File: src/rtl/reset_sequencer.sv
// rtl/reset_sequencer.sv - multi-domain reset sequencer with programmable pre/assert/stagger timing
// Optional heartbeat pulse generator enabled by RESET_SEQ_HEARTBEAT_EN.
module reset_sequencer #(
    parameter int NUM_DOMAINS = 4,
    parameter int CNT_W       = 16,
    parameter int HB_PERIOD   = 100
) (
    input  logic                   clk,
    input  logic                   reset,
    input  logic                   start,
    input  logic                   abort,
    input  logic [CNT_W-1:0]       pre_cycles,
    input  logic [CNT_W-1:0]       assert_cycles,
    input  logic [CNT_W-1:0]       stagger_cycles,
    output logic [NUM_DOMAINS-1:0] rst_out,
    output logic                   busy,
    output logic                   done,
    output logic                   heartbeat
);

    typedef enum logic [2:0] {
        IDLE    = 3'd0,
        PRE     = 3'd1,
        ASSERT  = 3'd2,
        RELEASE = 3'd3,
        DONE    = 3'd4
    } state_t;

    localparam logic [CNT_W-1:0]       ONE      = CNT_W'(1);
    localparam logic [CNT_W-1:0]       ZERO     = '0;
    localparam logic [NUM_DOMAINS-1:0] ALL_ONES = '1;

    state_t                 state, state_d;
    logic [CNT_W-1:0]       cnt, cnt_d;
    logic [CNT_W-1:0]       pre_q, pre_d;
    logic [CNT_W-1:0]       assert_q, assert_d;
    logic [CNT_W-1:0]       stagger_q, stagger_d;
    logic [NUM_DOMAINS-1:0] rst_q, rst_d;
    logic                   start_ok;

    // Assert length of zero is promoted to one so ASSERT is never skipped.
    logic [CNT_W-1:0] assert_eff;
    assign assert_eff = (assert_cycles == ZERO) ? ONE : assert_cycles;

    assign start_ok = start && !abort && (state == IDLE || state == DONE);

    always_ff @(posedge clk or posedge reset) begin
        if (reset) begin
            state     <= IDLE;
            cnt       <= '0;
            pre_q     <= '0;
            assert_q  <= '0;
            stagger_q <= '0;
            rst_q     <= '0;
        end else begin
            state     <= state_d;
            cnt       <= cnt_d;
            pre_q     <= pre_d;
            assert_q  <= assert_d;
            stagger_q <= stagger_d;
            rst_q     <= rst_d;
        end
    end

    always_comb begin
        state_d   = state;
        cnt_d     = cnt;
        pre_d     = pre_q;
        assert_d  = assert_q;
        stagger_d = stagger_q;
        rst_d     = rst_q;

        if (abort) begin
            state_d = IDLE;
            cnt_d   = '0;
            rst_d   = '0;
        end else begin
            case (state)
                IDLE, DONE: begin
                    if (start_ok) begin
                        pre_d     = pre_cycles;
                        assert_d  = assert_eff;
                        stagger_d = stagger_cycles;
                        cnt_d     = '0;
                        if (pre_cycles == ZERO) begin
                            state_d = ASSERT;
                            rst_d   = ALL_ONES;
                        end else begin
                            state_d = PRE;
                            rst_d   = '0;
                        end
                    end
                end
                PRE: begin
                    if (cnt == pre_q - ONE) begin
                        state_d = ASSERT;
                        cnt_d   = '0;
                        rst_d   = ALL_ONES;
                    end else begin
                        cnt_d = cnt + ONE;
                    end
                end
                ASSERT: begin
                    if (cnt == assert_q - ONE) begin
                        state_d = RELEASE;
                        cnt_d   = '0;
                        // Domain 0 drops on entry; zero stagger drops everything together.
                        rst_d   = (stagger_q == ZERO) ? '0 : (ALL_ONES << 1);
                    end else begin
                        cnt_d = cnt + ONE;
                    end
                end
                RELEASE: begin
                    if (rst_q == '0) begin
                        state_d = DONE;
                        cnt_d   = '0;
                    end else if (cnt == stagger_q - ONE) begin
                        // Shifting left frees the next-higher domain; cnt restarts per gap.
                        rst_d = rst_q << 1;
                        cnt_d = '0;
                    end else begin
                        cnt_d = cnt + ONE;
                    end
                end
                default: begin
                    state_d = IDLE;
                    cnt_d   = '0;
                    rst_d   = '0;
                end
            endcase
        end
    end

    assign rst_out = rst_q;
    assign busy    = (state == PRE) || (state == ASSERT) || (state == RELEASE);
    assign done    = (state == DONE);

`ifdef RESET_SEQ_HEARTBEAT_EN
    localparam int HB_W = (HB_PERIOD > 1) ? $clog2(HB_PERIOD) : 1;
    localparam logic [HB_W-1:0] HB_LAST = HB_W'(HB_PERIOD - 1);

    logic [HB_W-1:0] hb_cnt;

    always_ff @(posedge clk or posedge reset) begin
        if (reset) begin
            hb_cnt <= '0;
        end else if (hb_cnt == HB_LAST) begin
            hb_cnt <= '0;
        end else begin
            hb_cnt <= hb_cnt + HB_W'(1);
        end
    end

    assign heartbeat = (hb_cnt == HB_LAST);
`else
    assign heartbeat = 1'b0;
`endif

endmodule

File: config.mk
export PLATFORM = sky130hd
export DESIGN_NAME = reset_sequencer
export DESIGN_NICKNAME = d
export VERILOG_FILES = /design/src/rtl/reset_sequencer.sv
export SDC_FILE = /design/constraint.sdc
export NUM_CORES = 1
export LEC_CHECK = 0
export ABC_AREA = 1
export CORE_UTILIZATION = 50
export CTS_BUF_LIST = sky130_fd_sc_hd__clkbuf_2 sky130_fd_sc_hd__clkbuf_4 sky130_fd_sc_hd__clkbuf_8
export DETAILED_ROUTE_END_ITERATION = 7
export DONT_BUFFER_PORTS = 1
export SLEW_MARGIN = 20
export SYNTH_ARGS = -nofsm -noshare
export SYNTH_HDL_FRONTEND = slang
export SYNTH_SLANG_ARGS = --single-unit
File: constraint.sdc
create_clock -name clk -period 2.4 [get_ports clk]
set_input_delay 0.24 -clock clk [delete_from_list [all_inputs] [get_ports clk]]
set_output_delay 0.24 -clock clk [all_outputs]
set_load 0.01 [all_outputs]
==> results of run 1 <==
[registers in the layout, summed over array words and instances (netlist names)]
name,cells
stagger_q,16
state,3
rst_out,4
pre_q,16
assert_q,16
cnt,16
[kinds of logic after synthesis]
kind of cell,Yosys count
other cells,1
flops,71
compound gates,59
buf+inv,116
simple gates,539
fa+ha+maj,4
xor+xnor,47
[timing repair]
item                                   CTS  global route
setup endpoints to repair                0            21
endpoints found under the hold margin   31             2
hold buffers                             5             2
resized for setup                        0            17
setup buffers                            0             1
[cell usage in the layout (no fill, tap or decap), types with 2 or more instances in the layout]
cell type / instances
xor2_1: 25
xnor2_1: 22
ha_1: 2
o21ai_2: 11
a21oi_1: 5
nor4_1: 9
nor2_1: 93
nand3b_1: 13
buf_4: 8
inv_1: 79
nor2_2: 11
nand3_4: 3
inv_2: 9
o21ai_0: 37
clkbuf_8: 10
clkinvlp_4: 2
nand2_1: 327
nor3_1: 6
nor2_4: 6
nor3_2: 4
dlygate4sd3_1: 7
o21bai_2: 2
ha_4: 2
nand3_2: 3
nand2_2: 8
nand4_1: 11
dfrtp_1: 71
clkinv_2: 2
nand3_1: 40
[power by group through the flow]
| stage | combinational, mW | sequential, mW | clock, mW |
|---|---|---|---|
| detailed placement | 3.18 | 2.21 | 0 |
| finish | 3.31 | 2.20 | 0.873 |
| floorplan | 2.62 | 2.04 | 0 |
| global placement | 3.12 | 2.19 | 0 |
| CTS | 3.19 | 2.19 | 0.894 |
| global route | 3.82 | 2.26 | 0.949 |
[worst paths after layout]
kind | startpoint | depth (start not counted) | slack [ns] | end
worst max-delay path | stagger_q[0] | 17 | 0.21 | rst_out[2]
worst min-delay path | pre_cycles[14] | 2 | 0.008 | pre_q[14]
worst max register to register | stagger_q[0] | 17 | 0.21 | rst_out[2]
worst min register to register | assert_q[15] | 2 | 0.51 | assert_q[15]
max in group asynchronous | reset | 3 | 1.34 | stagger_q[0]
min in group asynchronous | reset | 2 | 0.42 | stagger_q[15]
[metrics by stage]
stage	setup slack, ns	hold WS (ns)
floorplan	0.363	0.357
global route	0.0107	0.000190
CTS	0.0654	0.0000860
detailed placement	0.0796	0.225
finish	0.206	0.00783
global placement	0.128	0.228
[critical path, delay by kind of cell, from the launching register on]
| kind | cells | cell delay (ns) |
|---|---|---|
| adders and majority gates | 1 | 0.26 |
| DFF | 1 | 0.41 |
| and+or+nand+nor | 13 | 1.23 |
| buffers and inverters | 3 | 0.24 |
[per-layer routing]
| layer | wire [um] | GRT usage (%) | share of wire (%) | vias to the layer above |
|---|---|---|---|---|
| li1 | - | - | - | 2589 |
| met1 | 6380 | 34.1 | 47 | 2273 |
| met2 | 6300 | 41.8 | 47 | 115 |
| met3 | 533 | 3.43 | 4.0 | 20 |
| met4 | 217 | 7.54 | 1.6 | 0 |
| met5 | 0 | 0 | 0 | - |
[layout make-up]
type / instances / area share (%)
inverter: 89 / 5.71
tap: 136 / 2.91
timing repair buffer: 16 / 2.56
clock inverter: 5 / 0.577
sequential: 71 / 30.3
multi-input combinational: 650 / 55.5
clock buffer: 10 / 2.35
==> impl_metrics.env, run 1 <==
export IMPL_diodes=0
export IMPL_synthMuxAreaShare_pct=0
export IMPL_totalPowerFinal_mw=6.38
export IMPL_area_delta_synth_final_pct=7.84
export IMPL_antenna_found_initial=0
export IMPL_final_cells=977
export IMPL_yosysTopAreaCell="dfrtp_1"
export IMPL_dp_cells=954
export IMPL_synth_cells=837
export IMPL_max_stage_delay_ns=0.41
export IMPL_power_share_clock_pct=13.7
export IMPL_hpwl_um=10600
export IMPL_design_area_sq_um=5850
export IMPL_synth_top_family_by_area="simple AND/OR/NAND/NOR gates"
export IMPL_start_kind="flop"
export IMPL_synth_edf_count=0
export IMPL_max_cap_violations=0
export IMPL_grt_pass1_wl_um=22000
export IMPL_cpMostUsedCell="nand2_1"
export IMPL_combPwrFrac_pct=51.9
export IMPL_grt_max_degree=48
export IMPL_cts_made_buffers=9
export IMPL_yosysUniqueCellTypes=38
export IMPL_ys_seq_elements=71
export IMPL_start_util_pct=52.1
export IMPL_path_cells="inv_2, ha_4, inv_1, nand2_1, nand2_1, nor2_1, nand3_1, nor2_1, nand2_1, nor2_2, nand3_2, nor2_2, nand2_1, nand2_2, buf_4, nand4_1, nand2_1"
export IMPL_die_w_um=106
export IMPL_synthArstFlopShare_pct=100
export IMPL_multi_input_area_sq_um=3250
export IMPL_row_count=37
export IMPL_wl_per_cell_um=13.7
export IMPL_chipHeight_um=106
export IMPL_gp_congestion=0.906
export IMPL_io_pins=59
export IMPL_clock_path_buffers=2
export IMPL_grt_pass1_vias=4676
export IMPL_synth_top_area_share_pct=32.7
export IMPL_setup_viol=0
export IMPL_syn_area_sq_um=5430
export IMPL_worstMarginPinSlew_ns=0.673
export IMPL_worstSkewPairLatency_ns=0.35
export IMPL_synth_avg_cell_area_sq_um=6.49
export IMPL_wl_um=13400
export IMPL_synthesis_nets=893
export IMPL_htree_levels=3
export IMPL_clock_skew_ns=0.0121
export IMPL_fmax_mhz=456
export IMPL_synth_seq_area_share_pct=32.7
export IMPL_synth_xor_area_share_pct=7.58
export IMPL_gr_total_overflow=0
export IMPL_post_route_min_period_ns=2.19
export IMPL_yosys_top_cells_count="nand2_1, nor2_1, inv_1, dfrtp_1, nand3_1"
export IMPL_synth_fa_ha_area_share_pct=0.922
export IMPL_hold_class="in2reg"
export IMPL_seq_area_sq_um=1780
export IMPL_cts_sinks=71
export IMPL_ant_nets=0
export IMPL_power_switching_mw=3.13
export IMPL_switching_share_pct=49.0
export IMPL_synth_warnings=0
export IMPL_slowest_stage="dfrtp_1"
export IMPL_p_leak_nw=2.87
export IMPL_utilization_pct=56.2
export IMPL_layout_nets=893
export IMPL_tns_ns=0
export IMPL_first_pass_iters=5
export IMPL_grtUsageTotal_pct=25.2
export IMPL_status="completed"
export IMPL_cp_arrival_ns=2.49
export IMPL_cts_tree="done"
export IMPL_yosys_top_cells_area="dfrtp_1, nand2_1, nor2_1"
export IMPL_slew_headroom_pct=54.7
export IMPL_num_vias=4997
export IMPL_drive_gt1_share_pct=10.2
export IMPL_first_iter_violations=283
export IMPL_synthFlopType="dfrtp_1"
export IMPL_slew_violations=0
export IMPL_required_ns=2.69
export IMPL_drt_vias_per_instance=5.11
export IMPL_drc=0
export IMPL_core_sq_um=10400
export IMPL_rsz0062_at_grt="false"
export IMPL_critPathMaxFanout=5
export IMPL_nFillCells=1045
export IMPL_hold_viol=0
export IMPL_synth_simple_area_share_pct=43.3
export IMPL_vdd_drop_max_mv=0.534
export IMPL_path_class="reg2reg"
export IMPL_clk_pin_slew_ns=0.08
export IMPL_powerDensity_nw_per_um2=1090
export IMPL_root_buffer="clkbuf_8"
export IMPL_fin_crit_sh_pct=91.4
export IMPL_post_synth_top_count_cell="nand2_1"
export IMPL_die_area_sq_um=11300
export IMPL_port_buffers=0
export IMPL_p_seq_share_pct=34.5
export IMPL_synth_compound_area_share_pct=6.61
export IMPL_internal_power_mw=3.25
export IMPL_place_area_sq_um=5530
export IMPL_cp_end_kind="flop"
Power figures use the tool's default switching activity.
==> inputs of run 2 (changes only) <==
--- a/config.mk
+++ b/config.mk
@@ -10,6 +10,7 @@
 export CTS_BUF_LIST = sky130_fd_sc_hd__clkbuf_2 sky130_fd_sc_hd__clkbuf_4 sky130_fd_sc_hd__clkbuf_8
 export DETAILED_ROUTE_END_ITERATION = 7
 export DONT_BUFFER_PORTS = 1
+export REMOVE_ABC_BUFFERS = 1
 export SLEW_MARGIN = 20
 export SYNTH_ARGS = -nofsm -noshare
 export SYNTH_HDL_FRONTEND = slang
==> impl_metrics.env, run 2 (synthesized netlist as in run 1, its figures left out) <==
export IMPL_status="completed"
export IMPL_chipHeight_um=106
export IMPL_required_ns=2.66
export IMPL_layout_nets=927
export IMPL_worst_path_buf_inv=1
export IMPL_clock_path_buffers=2
export IMPL_antenna_found_initial=0
export IMPL_io_pins=59
export IMPL_dp_cells=953
export IMPL_nFillCells=1005
export IMPL_gp_congestion=0.883
export IMPL_clock_skew_ns=0.0103
export IMPL_slew_headroom_pct=39.9
export IMPL_worstMarginPinSlew_ns=0.895
export IMPL_crit_family="simple AND/OR/NAND/NOR gates"
export IMPL_final_common_cell="nand2_1"
export IMPL_worstSkewPairLatency_ns=0.37
export IMPL_num_vias=5253
export IMPL_grtUsageTotal_pct=28.2
export IMPL_path_cells="inv_1, ha_2, nand3_4, nor2_2, nand2_1, xor2_1, nand2_1, nand3_1, o21bai_2, nand3_2, nand2_4, o21ai_2"
export IMPL_diodes=0
export IMPL_first_iter_violations=256
export IMPL_rsz0062_at_grt="true"
export IMPL_cpMostUsedCell="nand2_1"
export IMPL_grt_pass1_wl_um=24100
export IMPL_hold_viol=0
export IMPL_max_stage_delay_ns=0.41
export IMPL_start_kind="flop"
export IMPL_htree_levels=3
export IMPL_cts_made_buffers=9
export IMPL_hpwl_um=10900
export IMPL_port_buffers=0
export IMPL_hold_class="in2reg"
export IMPL_tns_ns=0
export IMPL_wl_um=15000
export IMPL_fmax_mhz=437
export IMPL_vdd_drop_max_mv=0.661
export IMPL_path_class="reg2reg"
export IMPL_reg2reg_setup_slack_ns=0.11
export IMPL_clk_pin_slew_ns=0.08
export IMPL_totalPowerFinal_mw=6.77
export IMPL_slew_violations=0
export IMPL_critPathMaxFanout=8
export IMPL_setup_viol=0
export IMPL_root_buffer="clkbuf_8"
export IMPL_powerDensity_nw_per_um2=1080
export IMPL_grt_max_degree=41
export IMPL_first_pass_iters=7
export IMPL_drt_vias_per_instance=5.19
export IMPL_area_delta_synth_final_pct=15.4
export IMPL_ant_nets=0
export IMPL_row_count=37
export IMPL_cts_sinks=71
export IMPL_start_util_pct=52.1
export IMPL_final_cells=1012
export IMPL_die_w_um=106
export IMPL_cts_tree="done"
export IMPL_drc=0
export IMPL_drive_gt1_share_pct=10.4
export IMPL_final_cell_mix="nand2_1, nor2_1, inv_1"
export IMPL_p_leak_nw=3.06
export IMPL_fin_crit_sh_pct=95.4
export IMPL_grt_pass1_vias=5054
export IMPL_post_route_min_period_ns=2.29
export IMPL_cp_end_kind="flop"
export IMPL_slowest_stage="dfrtp_1"
export IMPL_wl_per_cell_um=14.8
export IMPL_cp_arrival_ns=2.55
export IMPL_max_cap_violations=0
export IMPL_gr_total_overflow=0
export IMPL_core_sq_um=10400
export IMPL_die_area_sq_um=11300
[run 2: cell count changes in the layout (fill, tap and decap cells not counted), moves of 3 or more]
cell,change
bufinv_16,+3
inv_1,+3
inv_2,-3
dlygate4sd3_1,+32
dfrtp_1,-3
dfrtp_2,+3
[run 2: report_power, final]
group | internal [mW] | switching, mW | leakage [nW]
Sequential | 1.62 | 0.568 | 0.905
Clock | 0.701 | 0.498 | 0.124
Combinational | 1.27 | 2.11 | 2.03
[run 2: metrics by stage]
| step | setup slack [ns] | hold slack [ns] | area (sq um) | util (%) |
|---|---|---|---|---|
| 2_1_floorplan | -2.09 | 0.357 | 5280 | - |
| 3_3_place_gp | 0.165 | 0.274 | 5530 | 53.1 |
| 3_5_place_dp | 0.0695 | 0.299 | 5530 | 53.1 |
| 4_1_cts | 0.0369 | 0.00141 | 6140 | 58.9 |
| 5_1_grt | -0.0511 | 0.0181 | 6270 | 60.2 |
| 6_report | 0.110 | 0.0117 | 6270 | 60.2 |
[run 2: per-layer routing]
| layer | wire, um | global-route usage (%) | up-vias |
|---|---|---|---|
| li1 | - | - | 2659 |
| met1 | 6550 | 34.1 | 2451 |
| met2 | 7500 | 49.9 | 122 |
| met3 | 707 | 5.76 | 21 |
| met4 | 234 | 8.63 | 0 |
| met5 | 0 | 0 | - |
[run 2: area by class of cell]
type | count | area, sq um | area share (%)
multi-input combinational | 651 | 3260 | 52.1
sequential | 71 | 1780 | 28.4
timing repair buffer | 49 | 478 | 7.63
inverter | 89 | 334 | 5.33
tap | 136 | 170 | 2.72
clock buffer | 10 | 131 | 2.10
clock inverter | 6 | 109 | 1.74
[run 2: worst paths after layout]
check                            startpoint            end  depth (start not counted)
setup / recovery               stagger_q[0]        cnt[14]                         12
hold / removal             assert_cycles[2]    assert_q[2]                          2
setup reg to reg               stagger_q[0]        cnt[14]                         12
hold reg to reg                   pre_q[15]      pre_q[15]                          2
max in group asynchronous             reset         cnt[3]                          3
min in group asynchronous             reset  stagger_q[10]                          2
[run 2: repair_timing]
item / 4_1_cts / 5_1_grt
setup endpoints to repair: 0 / 23
hold buffers: 37 / 2
setup buffers: 0 / 3
resized for setup: 0 / 21
hold endpoints to repair: 67 / 2
